## src/rtl/agc_pkg.sv

```systemverilog
// Shared constants, FSM state type and window-exponent clamp for the AGC power meter.
// Pure declarations: no latency, no flow control.
package agc_pkg;

    localparam int WIN_MIN = 4;
    localparam int WIN_MAX = 12;
    localparam int ACC_W   = 43;
    localparam int SQ_W    = 31;
    localparam int CNT_W   = 12;

    typedef enum logic {
        IDLE  = 1'b0,
        ACCUM = 1'b1
    } agc_state_e;

    function automatic logic [3:0] clamp_win(input logic [3:0] w, input int lo, input int hi);
        int wi;
        wi = int'(w);
        if (wi < lo) begin
            wi = lo;
        end else if (wi > hi) begin
            wi = hi;
        end
        return wi[3:0];
    endfunction

endpackage

```

## src/rtl/agc_sq_stage.sv

```systemverilog
// Registered squarer: sq = x_in^2 as an unsigned value, one cycle of latency.
// No backpressure; sq_valid follows valid one edge later.
module agc_sq_stage #(
    parameter int DATA_W = 16
) (
    input  logic                       clk,
    input  logic                       rst,
    input  logic signed [DATA_W-1:0]   x_in,
    input  logic                       valid,
    output logic [agc_pkg::SQ_W-1:0]   sq,
    output logic                       sq_valid
);
    import agc_pkg::*;

    localparam int PW = 2 * DATA_W;

    logic signed [PW-1:0] prod;
    logic [SQ_W-1:0]      sq_q, sq_d;
    logic                 sq_vld_q, sq_vld_d;

    // -32768^2 = 2^30 is the largest result, so the top product bit is always zero.
    assign prod     = PW'(x_in) * PW'(x_in);
    assign sq_d     = SQ_W'(prod);
    assign sq_vld_d = valid;

    always_ff @(posedge clk or negedge rst) begin
        if (!rst) begin
            sq_q     <= '0;
            sq_vld_q <= 1'b0;
        end else begin
            sq_q     <= sq_d;
            sq_vld_q <= sq_vld_d;
        end
    end

    assign sq       = sq_q;
    assign sq_valid = sq_vld_q;

endmodule

```

## src/rtl/agc_power_meter.sv

```systemverilog
// Mean-square power over 2^w samples with over/under-reference flags; result 2 edges after last sample.
// No backpressure: every x_valid sample is accepted while enabled; dropping enable aborts the window.
module agc_power_meter #(
    parameter int DATA_W  = 16,
    parameter int WIN_MIN = agc_pkg::WIN_MIN,
    parameter int WIN_MAX = agc_pkg::WIN_MAX
) (
    input  logic                     clk,
    input  logic                     rst,
    input  logic signed [DATA_W-1:0] x_in,
    input  logic                     x_valid,
    input  logic                     enable,
    input  logic [3:0]               win_log2,
    input  logic [15:0]              reference,
    output logic [31:0]              power_out,
    output logic                     power_valid,
    output logic                     over_ref,
    output logic                     under_ref,
    output logic                     busy
);
    import agc_pkg::*;

    localparam logic [CNT_W:0] ONE = {{CNT_W{1'b0}}, 1'b1};

    agc_state_e       state_q, state_d;
    logic [ACC_W-1:0] acc_q, acc_d, sum;
    logic [CNT_W-1:0] cnt_q, cnt_d;
    logic [3:0]       w_q, w_d, w_new;
    logic [31:0]      pow_q, pow_d, pow_new;
    logic             pv_q, pv_d;
    logic             over_q, over_d;
    logic             under_q, under_d;

    logic [SQ_W-1:0]  sq;
    logic             sq_vld;
    logic [CNT_W:0]   win_len, win_last;
    logic             win_done;
    logic [15:0]      ref_half;
    logic [31:0]      ref_pow;

    agc_sq_stage #(
        .DATA_W (DATA_W)
    ) u_sq (
        .clk      (clk),
        .rst      (rst),
        .x_in     (x_in),
        .valid    (x_valid && enable),
        .sq       (sq),
        .sq_valid (sq_vld)
    );

    assign w_new    = clamp_win(win_log2, WIN_MIN, WIN_MAX);
    assign win_len  = ONE << w_q;
    assign win_last = win_len - ONE;
    assign win_done = sq_vld && ({1'b0, cnt_q} == win_last);

    // The closing sample is folded in here so the result lands on the same edge it is accumulated.
    assign sum      = acc_q + ACC_W'(sq);
    assign pow_new  = 32'(sum >> w_q);

    assign ref_half = reference >> 1;
    assign ref_pow  = {16'd0, ref_half} * {16'd0, ref_half};

    always_comb begin
        state_d = state_q;
        acc_d   = acc_q;
        cnt_d   = cnt_q;
        w_d     = w_q;
        pow_d   = pow_q;
        pv_d    = 1'b0;
        over_d  = over_q;
        under_d = under_q;

        unique case (state_q)
            IDLE: begin
                if (enable) begin
                    state_d = ACCUM;
                    w_d     = w_new;
                    acc_d   = '0;
                    cnt_d   = '0;
                end
            end
            ACCUM: begin
                if (!enable) begin
                    state_d = IDLE;
                end
                // A completing window wins over an enable drop on the same edge.
                if (win_done) begin
                    pow_d   = pow_new;
                    pv_d    = 1'b1;
                    over_d  = pow_new > ref_pow;
                    under_d = pow_new < (ref_pow >> 2);
                    acc_d   = '0;
                    cnt_d   = '0;
                    w_d     = w_new;
                end else if (!enable) begin
                    acc_d   = '0;
                    cnt_d   = '0;
                end else if (sq_vld) begin
                    acc_d   = sum;
                    cnt_d   = cnt_q + CNT_W'(1);
                end
            end
            default: begin
                state_d = IDLE;
            end
        endcase
    end

    always_ff @(posedge clk or negedge rst) begin
        if (!rst) begin
            state_q <= IDLE;
            acc_q   <= '0;
            cnt_q   <= '0;
            w_q     <= WIN_MIN[3:0];
            pow_q   <= '0;
            pv_q    <= 1'b0;
            over_q  <= 1'b0;
            under_q <= 1'b0;
        end else begin
            state_q <= state_d;
            acc_q   <= acc_d;
            cnt_q   <= cnt_d;
            w_q     <= w_d;
            pow_q   <= pow_d;
            pv_q    <= pv_d;
            over_q  <= over_d;
            under_q <= under_d;
        end
    end

    assign power_out   = pow_q;
    assign power_valid = pv_q;
    assign over_ref    = over_q;
    assign under_ref   = under_q;
    assign busy        = (state_q == ACCUM);

endmodule

```

## config.mk

```make
export PLATFORM = sky130hd
export DESIGN_NAME = agc_power_meter
export DESIGN_NICKNAME = d
export VERILOG_FILES = /design/src/rtl/agc_pkg.sv /design/src/rtl/agc_sq_stage.sv /design/src/rtl/agc_power_meter.sv
export SDC_FILE = /design/constraint.sdc
export NUM_CORES = 1
export LEC_CHECK = 0
export ABC_AREA = 1
export BUFFER_PORTS_ARGS = -buffer_cell sky130_fd_sc_hd__buf_4
export CAP_MARGIN = 20
export CORE_AREA = 2 2 356 217
export CTS_BUF_LIST = sky130_fd_sc_hd__clkbuf_8
export CTS_CLUSTER_DIAMETER = 30
export DETAILED_ROUTE_END_ITERATION = 7
export DIE_AREA = 0 0 358 219
export PLACE_DENSITY = 0.6
export SLEW_MARGIN = 25
export SYNTH_ARGS = -nofsm -noshare
export SYNTH_HDL_FRONTEND = slang
export SYNTH_SLANG_ARGS = --single-unit
```

## constraint.sdc

```tcl
create_clock -name clk -period 4.5 [get_ports clk]
set_input_delay 0.45 -clock clk [delete_from_list [all_inputs] [get_ports clk]]
set_output_delay 0.45 -clock clk [all_outputs]
set_load 0.01 [all_outputs]
```

### Word-level counts from Yosys, hierarchy flattened

Index checks and enable logic that the tools add are counted.

* add/subtract/negate cells: 3
* multiply operators: 2
* magnitude comparators: 4
* equality and inequality tests: 4
* shift operators: 2
* muxes and demuxes: 18
* bitwise gates (word level): 1
* reduce and logical (&&, ||, !) cells: 5

Operators by type and width (count)
* two-way mux 43 bit: 4
* one-hot mux 43 bit (2 select lines): 1
* two-way mux 12 bit: 4
* adder 43 x 31 -> 43 bit: 1
* right shift 43 x 4 -> 32 bit: 1
* greater-than comparator 32 x 30 -> 1 bit: 1
* less-than comparator 32 x 28 -> 1 bit: 1
* multiplier 16 x 16 -> 31 bit: 1
* multiplier 15 x 15 -> 30 bit: 1
* one-hot mux 12 bit (2 select lines): 1
* two-way mux 4 bit: 4
* == test 12 x 13 -> 1 bit: 1
* << shifter 1 x 4 -> 13 bit (first input constant): 1
* subtractor 13 x 1 -> 13 bit (second input constant): 1
* adder 12 x 1 -> 12 bit (second input constant): 1
* one-hot mux 4 bit (2 select lines): 1
* AND reduction 2 bit: 3
* greater-than comparator 4 bit (second input constant): 1
* less-than comparator 4 x 3 -> 1 bit (second input constant): 1
* inequality test 4 x 2 -> 1 bit (second input constant): 1
* two-way mux 1 bit: 3
* logical AND 1 bit: 2
* inequality test 2 x 1 -> 1 bit (second input constant): 1
* inequality test 2 bit (second input constant): 1
* inverter 1 bit: 1

* register bits: 127
* input bits: 40
* output and inout bits: 36

### Logic depth before layout (Yosys ltp)

Gate-level depths: netlist (run 1).

* depth in word-level cells: 6
* gate-level depth with buffers: 39
* mapped depth without buffers: 38

### By module

A second synthesis (run 1) with hierarchy kept.

* cells, all modules: 3844
* area, all modules: 27417.5 um2

Modules (own cells, without submodules)
* agc_power_meter: instances 1, cells an instance 2550, area each 17000.1 um2
* agc_sq_stage: instances 1, cells an instance 1294, area each 10417.5 um2

### Least setup slack after synthesis (run 1)

No wires, ideal clock.

* kind: input-to-reg
* start point: input reference[13]
* end point: register under_q, in the netlist under_ref
* setup time: 118 ps
* arrival time: 6518 ps
* data required time: 4382 ps
* path slack: -2136 ps
* cell stages on the path: 32
* cells stage by stage: clkbuf_1 > clkbuf_1 > nand2_1 > fa_1 > inv_1 > fa_1 > fa_1 > fa_1 > fa_1 > inv_1 > fa_1 > inv_1 > ha_1 > nand4_1 > nor3_1 > nand3_1 > nand3_1 > nand3_1 > nand2_1 > a21oi_1 > nor2_1 > nor2_1 > xor2_1 > ha_1 > and3_1 > nand2_1 > nor2_1 > nand2_1 > nor2_1 > nand2_1 > nand4_1 > nand2_1

* cells in the longest elaborated chain, start to end: 2

RTL lines
* start: declaration: line agc_power_meter.sv:14 `input logic [15:0] reference,`
* multiplier 15 x 15 -> 30 bit: line agc_power_meter.sv:62 `assign ref_pow = {16'd0, ref_half} * {16'd0, ref_half};`
* less-than comparator 32 x 28 -> 1 bit: line agc_power_meter.sv:92 `under_d = pow_new < (ref_pow >> 2);`
* end signal: assignment: line agc_power_meter.sv:128 `under_q <= under_d;`
* end: declaration: line agc_power_meter.sv:32 `logic under_q, under_d;`

No other way between the ends.
A chain may end at the register's enable or synchronous reset.

### Worst setup path after layout (run 1)

* start point: input reference[12]
* end point: register over_q, in the netlist over_ref

* cells in the longest elaborated chain, start to end: 2

RTL lines
* multiplier 15 x 15 -> 30 bit: line agc_power_meter.sv:62
* greater-than comparator 32 x 30 -> 1 bit: line agc_power_meter.sv:91 `over_d = pow_new > ref_pow;`
* end signal: assignment: line agc_power_meter.sv:127 `over_q <= over_d;`
* end: declaration: line agc_power_meter.sv:31 `logic over_q, over_d;`

No other way between the ends.

==> out/metrics.yaml, run 1 <==
max_stage_delay_ps: 560
endpoint_kind: "flip-flop"
postRouteAntennaNets: 0
ios: 76
syn_nets: 4198
die_area_um2: 78400
post-dp-hpwl_um: 67600
critical_path_class: "in2reg"
fmaxAchievable_ghz: 0.161
slowest_stage: "fa_2"
drt-total-wl_um: 78600
via_per_inst: 4.72
num_vias: 23900
tightest_slew_ps: 780
synthesis.area_um2: 26200
grt-ovfl-total: 0
max_slew_margin: 0.480
hold_violations: 0
syn_inst: 3531
cts-root-buf: "clkbuf_8"
cts_max_level: 4
place_area_um2: 31800
post-place-ws_ps: -2380
start_util: 0.349
grt_max_degree: 56
rows: 78
synth_seq_cells: 126
slew_viol_final: 0
setup_ws_ps: -1710
dr.first_iter.drc_count: 2133
tritoncts: "yes"
cp_common_cell: "inv_2"
async_flop_share: 1.00
ctsLongestPathBuffers: 2
final_nets: 4719
synthToLayoutAreaGrowth_pct: 29.0
maxCapViolations: 0
clkTransAtPathRegs_ps: 80
grt_pass1_vias: 23400
skew_ps: 28.0
tns_ps: -10120
track_usage: 0.207
drc: 0
ys.flop_type: "dfrtp_1"
postSynthAreaPerCell_um2: 7.41
ys_types: 55
rsz0062_at_grt: "true"
cp_max_fo: 5
gp_congestion: 0.983
timing.final.crit_share: 1.38
violations: "setup timing"
required_ps: 4890
grt_pass1_wl_um: 128000
cts_buffers: 17
design_area_um2: 33700
first_pass_iters: 6
timing.final.crit_period_ps: 6210
ys_warn_count: 0
cp_data_arrival_time_ps: 6600
clk_latency_ps: 510
die_y_um: 219
finalNonFillerCells: 5066
status: "finished, violations left"
hp-class: "in2reg"
die_x_um: 358
io_buffers: 74
antenna_found_initial: 1
synth_edf_count: 0
clock-sinks: 126
setup_viol: 19
design.core.area_um2: 75000
ys_seq_area_frac: 0.121
routedWlPerCell_um: 15.5
drive_gt1_frac: 0.236
place_inst: 4989
cp-start-kind: "input port"
[timing repair]
| item | CTS | global route |
|---|---|---|
| hold buffers | 1 | 0 |
| gates resized for setup | 180 | 133 |
| setup endpoints to repair | 18 | 23 |
| endpoints found under the hold margin | 52 | 0 |
| gates cloned | 0 | 0 |
| pin swaps | 129 | 95 |
| setup buffers | 31 | 19 |
[area by class of cell]
cell class	instances	area (µm²)
inverters	902	3410
flip-flops and latches	126	3160
fillers	7513	41200
well taps	1000	1250
repair buffers	595	5010
clock inverters	14	154
multi-input cells	2410	20500
clock buffers	18	248
diodes	1	2.50
[synth_stat cells, types with 4 or more instances]
library cell  count  share of area
nor3_2            7         0.0027
a21oi_1         114          0.022
nand3_2          14         0.0054
inv_2             7         0.0010
nand2_1         881           0.13
nand3_1         200          0.038
ha_1            255           0.12
inv_1           894           0.13
o21ai_1          19         0.0036
a22oi_1           4         0.0011
nand3b_1          6         0.0017
a211oi_1          4         0.0011
nor2_1          138          0.020
a31oi_1          20         0.0048
a32o_1           18         0.0069
or2_2            12         0.0029
nor4_1            6         0.0014
dfrtp_1         125           0.12
a21o_1            4         0.0011
buf_1             9         0.0013
clkbuf_1         62         0.0089
nor3_1           19         0.0036
o21bai_1          6         0.0017
o22ai_1          12         0.0029
o31ai_1           5         0.0014
buf_2            18         0.0034
xor2_1           57          0.019
fa_1            372           0.28
o211ai_1          4         0.0011
o21ai_0          94          0.018
xnor2_1          44          0.015
nand4_1          40         0.0096
nor2_2            7         0.0017
nand2_2          23         0.0055
[through the flow]
| step | hold WS (ps) | utilization |
|---|---|---|
| 4_1_cts | 74.4 | 0.442 |
| 3_3_place_gp | 474 | 0.424 |
| 5_1_grt | 94.7 | 0.450 |
| 3_5_place_dp | 482 | 0.424 |
| 2_1_floorplan | 154 | - |
| 6_report | 110 | 0.450 |
[state kept, by name, summed over array words and instances (netlist names), 4 cells and up]
signal and flops:
acc_q 43, power_out 32, u_sq.sq 30, cnt_q 12, w_q 4
[kinds of logic (layout without fill, tap and decap cells)]
family                   Yosys count  in the layout  share of synthesized area
adder cells (fa/ha/maj)          627            627                      0.407
multiplexers                       1              1                   0.000431
other                              0              1                          0
AND/OR/NAND/NOR                 1362           1362                      0.223
XOR/XNOR                         101            101                     0.0338
buffers and inverters            995           1529                      0.144
flip-flops                       126            126                      0.121
AO/OA/AOI/OAI                    319            319                     0.0708
[path summary, 6_finish.rpt]
| kind | from | end | slack [ps] | cells past startpoint |
|---|---|---|---|---|
| worst max-delay path | reference[12] | over_ref | -1710 | 32 |
| worst min-delay path | enable | busy | 110 | 1 |
| worst max register to register | acc_q[6] | over_ref | -240 | 30 |
| worst min register to register | acc_q[8] | acc_q[8] | 490 | 2 |
| max in group asynchronous | rst | u_sq.sq[18] | 2990 | 3 |
| min in group asynchronous | rst | acc_q[8] | 530 | 2 |
[metal layers]
metal	track usage	share of wire	up-vias
met3	0.0491	0.089	32
li1	-	-	11800
met2	0.271	0.38	723
met4	0.0218	0.0059	0
met5	0	0	-
met1	0.341	0.53	11400
[worst max-delay path, delay by kind of cell]
family	cells	cell delay (ps)
xor+xnor	1	190
compound gates	4	570
simple gates	10	1060
buf+inv	9	690
fa+ha+maj	8	3630
[placed cells by master (no fill, tap or decap), types with 7 or more instances in the layout]
cell and n:
nor2_1 129, nor2_2 11, fa_2 17, a21oi_2 24, o21ai_2 10, inv_1 842, a21oi_4 11, inv_2 55
nand2_1 822, nor3_2 9, or2_2 12, o21ai_1 20, dfrtp_1 124, a32o_1 18, nand4_1 40, nor2_4 8
xnor2_1 37, xor2_1 54, nand2_4 16, buf_8 12, nand3_1 193, nand3_2 20, o21ai_0 78, ha_1 220
fa_1 355, xnor2_2 7, clkbuf_8 18, a21oi_1 79, nand2_2 64, buf_6 47, nor3_1 16, buf_12 20
o22ai_1 12, ha_4 33, buf_4 514, a31oi_1 19
Power of run 1 is not shown: default switching activity piles up to over one toggle a cycle in this logic, so the estimate is an artifact.
==> inputs of run 2 (changes only) <==
- CORE_AREA: 2 2 356 217 -> 2 2 262 161
- DIE_AREA: 0 0 358 219 -> 0 0 264 163
- PLACE_DENSITY: 0.6 -> 0.92
==> run 2 against run 1 <==
Net effect:
- the flow now stops in 5_1_grt
- area after synthesis is the same
- synthesized cell count stayed put
==> out/metrics.yaml, run 2 <==
synth_edf_count: 0  # unchanged
start_util: 0.639  # +0.290
cts_max_level: 4  # unchanged
ys.flop_type: "dfrtp_1"
stop_stage: "5_1_grt"
ys_warn_count: 0  # unchanged
ys_types: 55  # unchanged
track_usage: 0.687
synthesis.area_um2: 26200  # unchanged
ctsLongestPathBuffers: 2  # unchanged
toolErrorMsg: "[ERROR GRT-0232] Routing congestion too high. Check the congestion heatmap in the GUI."
status: "did not finish"
netlist_top_cells_area: "fa_1, inv_1, nand2_1"
cts_buffers: 17  # unchanged
post-dp-hpwl_um: 72000  # +6.5%
synth_top_area_share: 0.285  # unchanged
io_buffers: 74  # unchanged
async_flop_share: 1.00  # unchanged
post-place-ws_ps: -2500  # -122 ps
synth_largest_area_cell: "fa_1"
syn_nets: 4198  # unchanged
ios: 76  # unchanged
postSynthAreaPerCell_um2: 7.41  # unchanged
die_y_um: 163  # -26%
die_x_um: 264  # -26%
grt_max_degree: 57
cts-root-buf: "clkbuf_8"
grt-worst-endpoint: "over_ref$_DFFE_PN0P_/D"
rows: 58  # -26%
clock-sinks: 126  # unchanged
endpoint_type: "sequential cell input"
gp_congestion: 1.08  # +10%
syn_inst: 3531  # unchanged
synth.top_cells.by_count: "inv_1, nand2_1, fa_1, ha_1, nand3_1"
synth.most_common_cell: "inv_1"
ys_seq_area_frac: 0.121  # unchanged
synth_seq_cells: 126  # unchanged
grt-ovfl-total: 58
## run 2: metrics by stage
stage                     area [µm²]  instances
after floorplan                27100       3531
after global placement         30900       4487
after detailed placement       30900       4487
after CTS                      32400       4547
## run 2: timing repair
item / CTS
setup buffers: 34
endpoints found under the hold margin: 33
gates resized for setup: 240
pin swaps: 159
hold buffers: 1
endpoints found under the setup margin: 21
## run 2: metal layers
metal / GRT overflow / global-route usage
met1: 18 / 0.707
met2: 13 / 0.817
met3: 14 / 0.605
met4: 13 / 0.539
met5: 0 / 0.494
## run 2: cell families after synthesis
group / Yosys count / synth area share
muxes: 1 / 0.000431
adders and majority gates: 627 / 0.407
AOI/OAI and AO/OA: 319 / 0.0708
buffers and inverters: 995 / 0.144
xor gates and xnor gates: 101 / 0.0338
and+or+nand+nor: 1362 / 0.223
DFF: 126 / 0.121
==> inputs of run 3 (changes only) <==
- CORE_AREA: 2 2 262 161 -> 2 2 259 261
- CTS_BUF_LIST: sky130_fd_sc_hd__clkbuf_8 -> default
- CTS_CLUSTER_DIAMETER: 30 -> default
- DIE_AREA: 0 0 264 163 -> 0 0 261 263
- PLACE_DENSITY: 0.92 -> default
- PLACE_DENSITY_LB_ADDON: default -> 0.15
==> run 3 against run 2 <==
Net effect:
- the flow now finishes, with violations (setup timing)
==> out/metrics.yaml, run 3 (synthesis results as in run 1) <==
postRouteAntennaNets: 0
crit_start: "reference[10]"
drc: 0
slew_viol_final: 0
drive_gt1_frac: 0.229
die_y_um: 263  # +61%
cp-start-kind: "input port"
fmaxAchievable_ghz: 0.166
start_util: 0.398  # -0.240
maxCapViolations: 0
clkTransAtPathRegs_ps: 70
rr_endpoint: "under_ref"
grt_max_degree: 97
die_area_um2: 68600
skew_ps: 20.6
largest_reg_flops: 43
grt-ovfl-total: 0
violations: "setup timing"
top_register: "acc_q"
ios: 76  # unchanged
first_pass_iters: 5
clock-sinks: 126  # unchanged
setup_ws_ps: -1510
setup_viol: 20
crit_path_end: "under_ref"
timing.final.crit_share: 1.34
r2r_cells: 27
via_per_inst: 4.78
gp_congestion: 0.989  # -8.7%
rsz0062_at_grt: "true"
critical_path_class: "in2reg"
design.core.area_um2: 65600
cts-root-buf: "clkbuf_16"
status: "finished, violations left"
cp_data_arrival_time_ps: 6400
drt-total-wl_um: 76000
hold_violations: 0
die_x_um: 261  # -1.1%
track_usage: 0.229
ff2ff_setup_slack_ps: -50
worstHoldPathCells: 1
tightest_slew_ps: 887
cts_buffers: 17  # unchanged
post-dp-hpwl_um: 64900  # -9.8%
cp_common_cell: "fa_1"
final_nets: 4678
required_ps: 4890
endpoint_kind: "flip-flop"
num_vias: 23400
dr.first_iter.drc_count: 1426
ctsLongestPathBuffers: 2  # unchanged
clk_latency_ps: 450
cts_max_level: 4  # unchanged
hp-class: "in2reg"
timing.final.crit_period_ps: 6010
final_common_cell: "inv_1"
rows: 94  # +62%
grt_pass1_wl_um: 125000
cp_max_fo: 6
max_slew_margin: 0.405
rr_startpoint: "acc_q[10]"
io_buffers: 74  # unchanged
slowest_stage: "fa_1"
grt_pass1_vias: 24200
diodes: 0
synthToLayoutAreaGrowth_pct: 27.9
final_cell_mix: "inv_1, nand2_1, buf_4"
tritoncts: "yes"
routedWlPerCell_um: 15.6
max_stage_delay_ps: 560
final_util: 0.510
antenna_found_initial: 0
-- run 3: worst max-delay path, delay by kind of cell --
family,cells,cell delay (ps)
xor+xnor,1,200
fa+ha+maj,8,3460
buf+inv,9,740
compound gates,5,800
simple gates,9,750
-- run 3: what timing repair did --
item	4_1_cts	5_1_grt
pin swaps	144	86
endpoints found under the setup margin	21	22
gates resized for setup	193	102
setup buffers	27	17
hold buffers	0	1
hold endpoints to repair	0	45
-- run 3: worst min path at each step --
stage	to	start	slack (ps)
floorplan	acc_q[0]	rst	150
global placement	power_out[20]	power_out[20]	460
detailed placement	power_out[13]	power_out[13]	470
CTS	busy	enable	150
global route	busy	enable	160
finish	busy	enable	160
-- run 3: metrics by stage --
stage / area, µm² / worst slack (ps) / hold WS, ps / std cells / setup TNS, ps
3_5_place_dp: 31400 / -2180 / 469 / 4819 / -25390
3_3_place_gp: 31400 / -2130 / 464 / 4819 / -24870
5_1_grt: 33500 / -1830 / 161 / 4887 / -15350
6_report: 33500 / -1510 / 163 / 4887 / -12040
4_1_cts: 33000 / -1510 / 154 / 4873 / -11600
2_1_floorplan: 27100 / -1740 / 154 / 3531 / -14620
-- run 3: layout make-up --
type                            count  area (µm²)
Fill cell                        6530       32200
Timing Repair Buffer              554        4640
Inverter                          902        3390
Clock inverter                     13         166
Tap cell                          864        1080
Multi-Input combinational cell   2410       20600
Clock buffer                       18         429
Sequential cell                   126        3160
-- run 3: routing by layer --
layer,part of all wire,up-vias,track usage
met1,0.45,11100,0.308
met3,0.041,100,0.0236
met2,0.49,482,0.394
met4,0.025,0,0.0573
li1,-,11700,-
met5,0,-,0
Power of run 3 is left out for the same reason.
==> inputs of run 4 (changes only) <==
- CORE_AREA: 2 2 259 261 -> 2 2 197 344
- DIE_AREA: 0 0 261 263 -> 0 0 199 346
- SETUP_SLACK_MARGIN: default -> 0.4
==> run 4 against run 3 <==
Net effect:
- the run still ends with setup timing left
- sequential share of layout area shrank 0.35 points
- first-iteration DRC count shrank 40%
- flip-flop and latch count unchanged
- die area grew 0.31%
- register-to-register slack worse by 350 ps
- cell count increased by 3.4%
- critical path type unchanged
- highest routed layer unchanged
==> out/metrics.yaml, run 4 (synthesis results as in run 1) <==
cp_data_arrival_time_ps: 6560  # +160 ps
finalNonFillerCells: 5052  # +3.4%
place_inst: 4977  # +3.3%
cp-start-kind: "input port"
cts-root-buf: "clkbuf_16"
ctsLongestPathBuffers: 2  # unchanged
critical_path_class: "in2reg"
clock-sinks: 126  # unchanged
slowest_stage: "fa_1"
tritoncts: "yes"
grt-ovfl-total: 0  # unchanged
timing.final.crit_share: 1.38  # +0.0455
diodes: 0  # unchanged
drive_gt1_frac: 0.262  # +0.0331
fmaxAchievable_ghz: 0.161  # -3.3%
clkTransAtPathRegs_ps: 60  # about the same
skew_ps: 12.0  # -8.59 ps
postRouteAntennaNets: 0  # unchanged
timing.final.crit_period_ps: 6210  # +205 ps
start_util: 0.395  # -0.00319
cts_max_level: 4  # unchanged
final_cell_mix: "inv_1, nand2_1, buf_4"
antenna_found_initial: 0  # unchanged
largest_reg_flops: 43  # unchanged
cp_max_fo: 4  # -2
grt_pass1_vias: 26400  # +9.2%
tightest_slew_ps: 920  # +33.1 ps
die_y_um: 346  # +32%
final_nets: 4817  # +3.0%
postCtsHoldBufs: 0  # unchanged
clk_latency_ps: 460  # about the same
setup_viol: 20  # unchanged
maxCapViolations: 0  # unchanged
die_x_um: 199  # -24%
max_slew_margin: 0.387  # -0.0184
die_area_um2: 68900  # +0.31%
hp-class: "in2async"
post-dp-hpwl_um: 75600  # +16%
slew_viol_final: 0  # unchanged
synthToLayoutAreaGrowth_pct: 32.9
num_vias: 24600  # +5.3%
first_pass_iters: 6  # +1
violations: "setup timing"
hold_violations: 0  # unchanged
track_usage: 0.262  # +0.0334
endpoint_kind: "flip-flop"
rows: 125  # +33%
final_common_cell: "inv_1"
routedWlPerCell_um: 17.3  # +11%
ios: 76  # unchanged
drc: 0  # unchanged
place_area_um2: 32500  # +3.7%
grt_max_degree: 93  # -4.1%
top_register: "acc_q"
design.core.area_um2: 66200  # +0.81%
grt_pass1_wl_um: 137000  # +9.5%
design_area_um2: 34800  # +3.9%
nFillCells: 6464  # -1.0%
status: "finished, violations left"
rsz0062_at_grt: "true"
gp_congestion: 0.997  # +0.88%
dr.first_iter.drc_count: 854  # -40%
setup_ws_ps: -1710  # -205 ps
required_ps: 4840  # -50 ps
max_stage_delay_ps: 590  # +30 ps
cts_buffers: 17  # unchanged
via_per_inst: 4.87  # +1.8%
io_buffers: 74  # unchanged
drt-total-wl_um: 87600  # +15%
run 4: cell count changes in the layout (fill, tap and decap cells not counted), sizes merged:
cell | before | now
buf | 553 | 692
bufinv | 3 | 2
clkbuf | 18 | 22
clkinv | 6 | 5
clkinvlp | 4 | 5
dlygate4sd3 | 1 | 0
inv | 902 | 901
run 4: worst max-delay path: cells and delay by family:
| kind | cells | cell delay [ps] |
|---|---|---|
| AOI/OAI and AO/OA | 5 | 960 |
| buffers and inverters | 10 | 1030 |
| xor gates and xnor gates | 1 | 220 |
| adders and majority gates | 8 | 3210 |
| and+or+nand+nor | 7 | 680 |
run 4: timing repair:
item / CTS / global route
cloned: 0 / 1
endpoints found under the setup margin: 25 / 43
buffers inserted: 27 / 15
gates resized for setup: 233 / 94
pin swaps: 152 / 83
run 4: path summary, 6_finish.rpt:
| path | startpoint | endpoint | slack (ps) | depth (start not counted) |
|---|---|---|---|---|
| hold reg to reg | power_out[21] | power_out[21] | 480 | 2 |
| min in group clk | enable | busy | 150 | 1 |
| setup reg to reg | u_sq.sq[11] | over_ref | -400 | 28 |
| max in group asynchronous | rst | u_sq.sq[28] | 3380 | 2 |
| setup / recovery | reference[8] | over_ref | -1710 | 31 |
| hold / removal | rst | u_sq.sq[2] | 90 | 1 |
run 4: routing by layer:
metal	vias up	GRT usage	routed length, µm
met5	-	0	0
met4	0	0.191	7630
met3	286	0.0263	2320
met2	559	0.532	50100
met1	11800	0.230	27500
li1	12000	-	-
run 4: layout make-up:
type                       count  area, µm²  area share
clock buffer                  21        470      0.0135
clock inverter                11        131     0.00378
inverter                     902       3400      0.0978
multi-input combinational   2410      20600       0.593
sequential                   126       3160      0.0909
tap                          889       1110      0.0320
timing repair buffer         693       5870       0.169
run 4: stage by stage:
step	TNS, ps	util	worst slack, ps	hold slack [ps]
after detailed placement	-27620	0.491	-2440	467
after global routing	-16040	0.525	-2010	148
after CTS	-12290	0.519	-1680	131
final	-12700	0.525	-1710	89.1
after global placement	-27070	0.491	-2390	468
after floorplan	-14600	-	-1740	154
Power of run 4 is left out for the same reason.
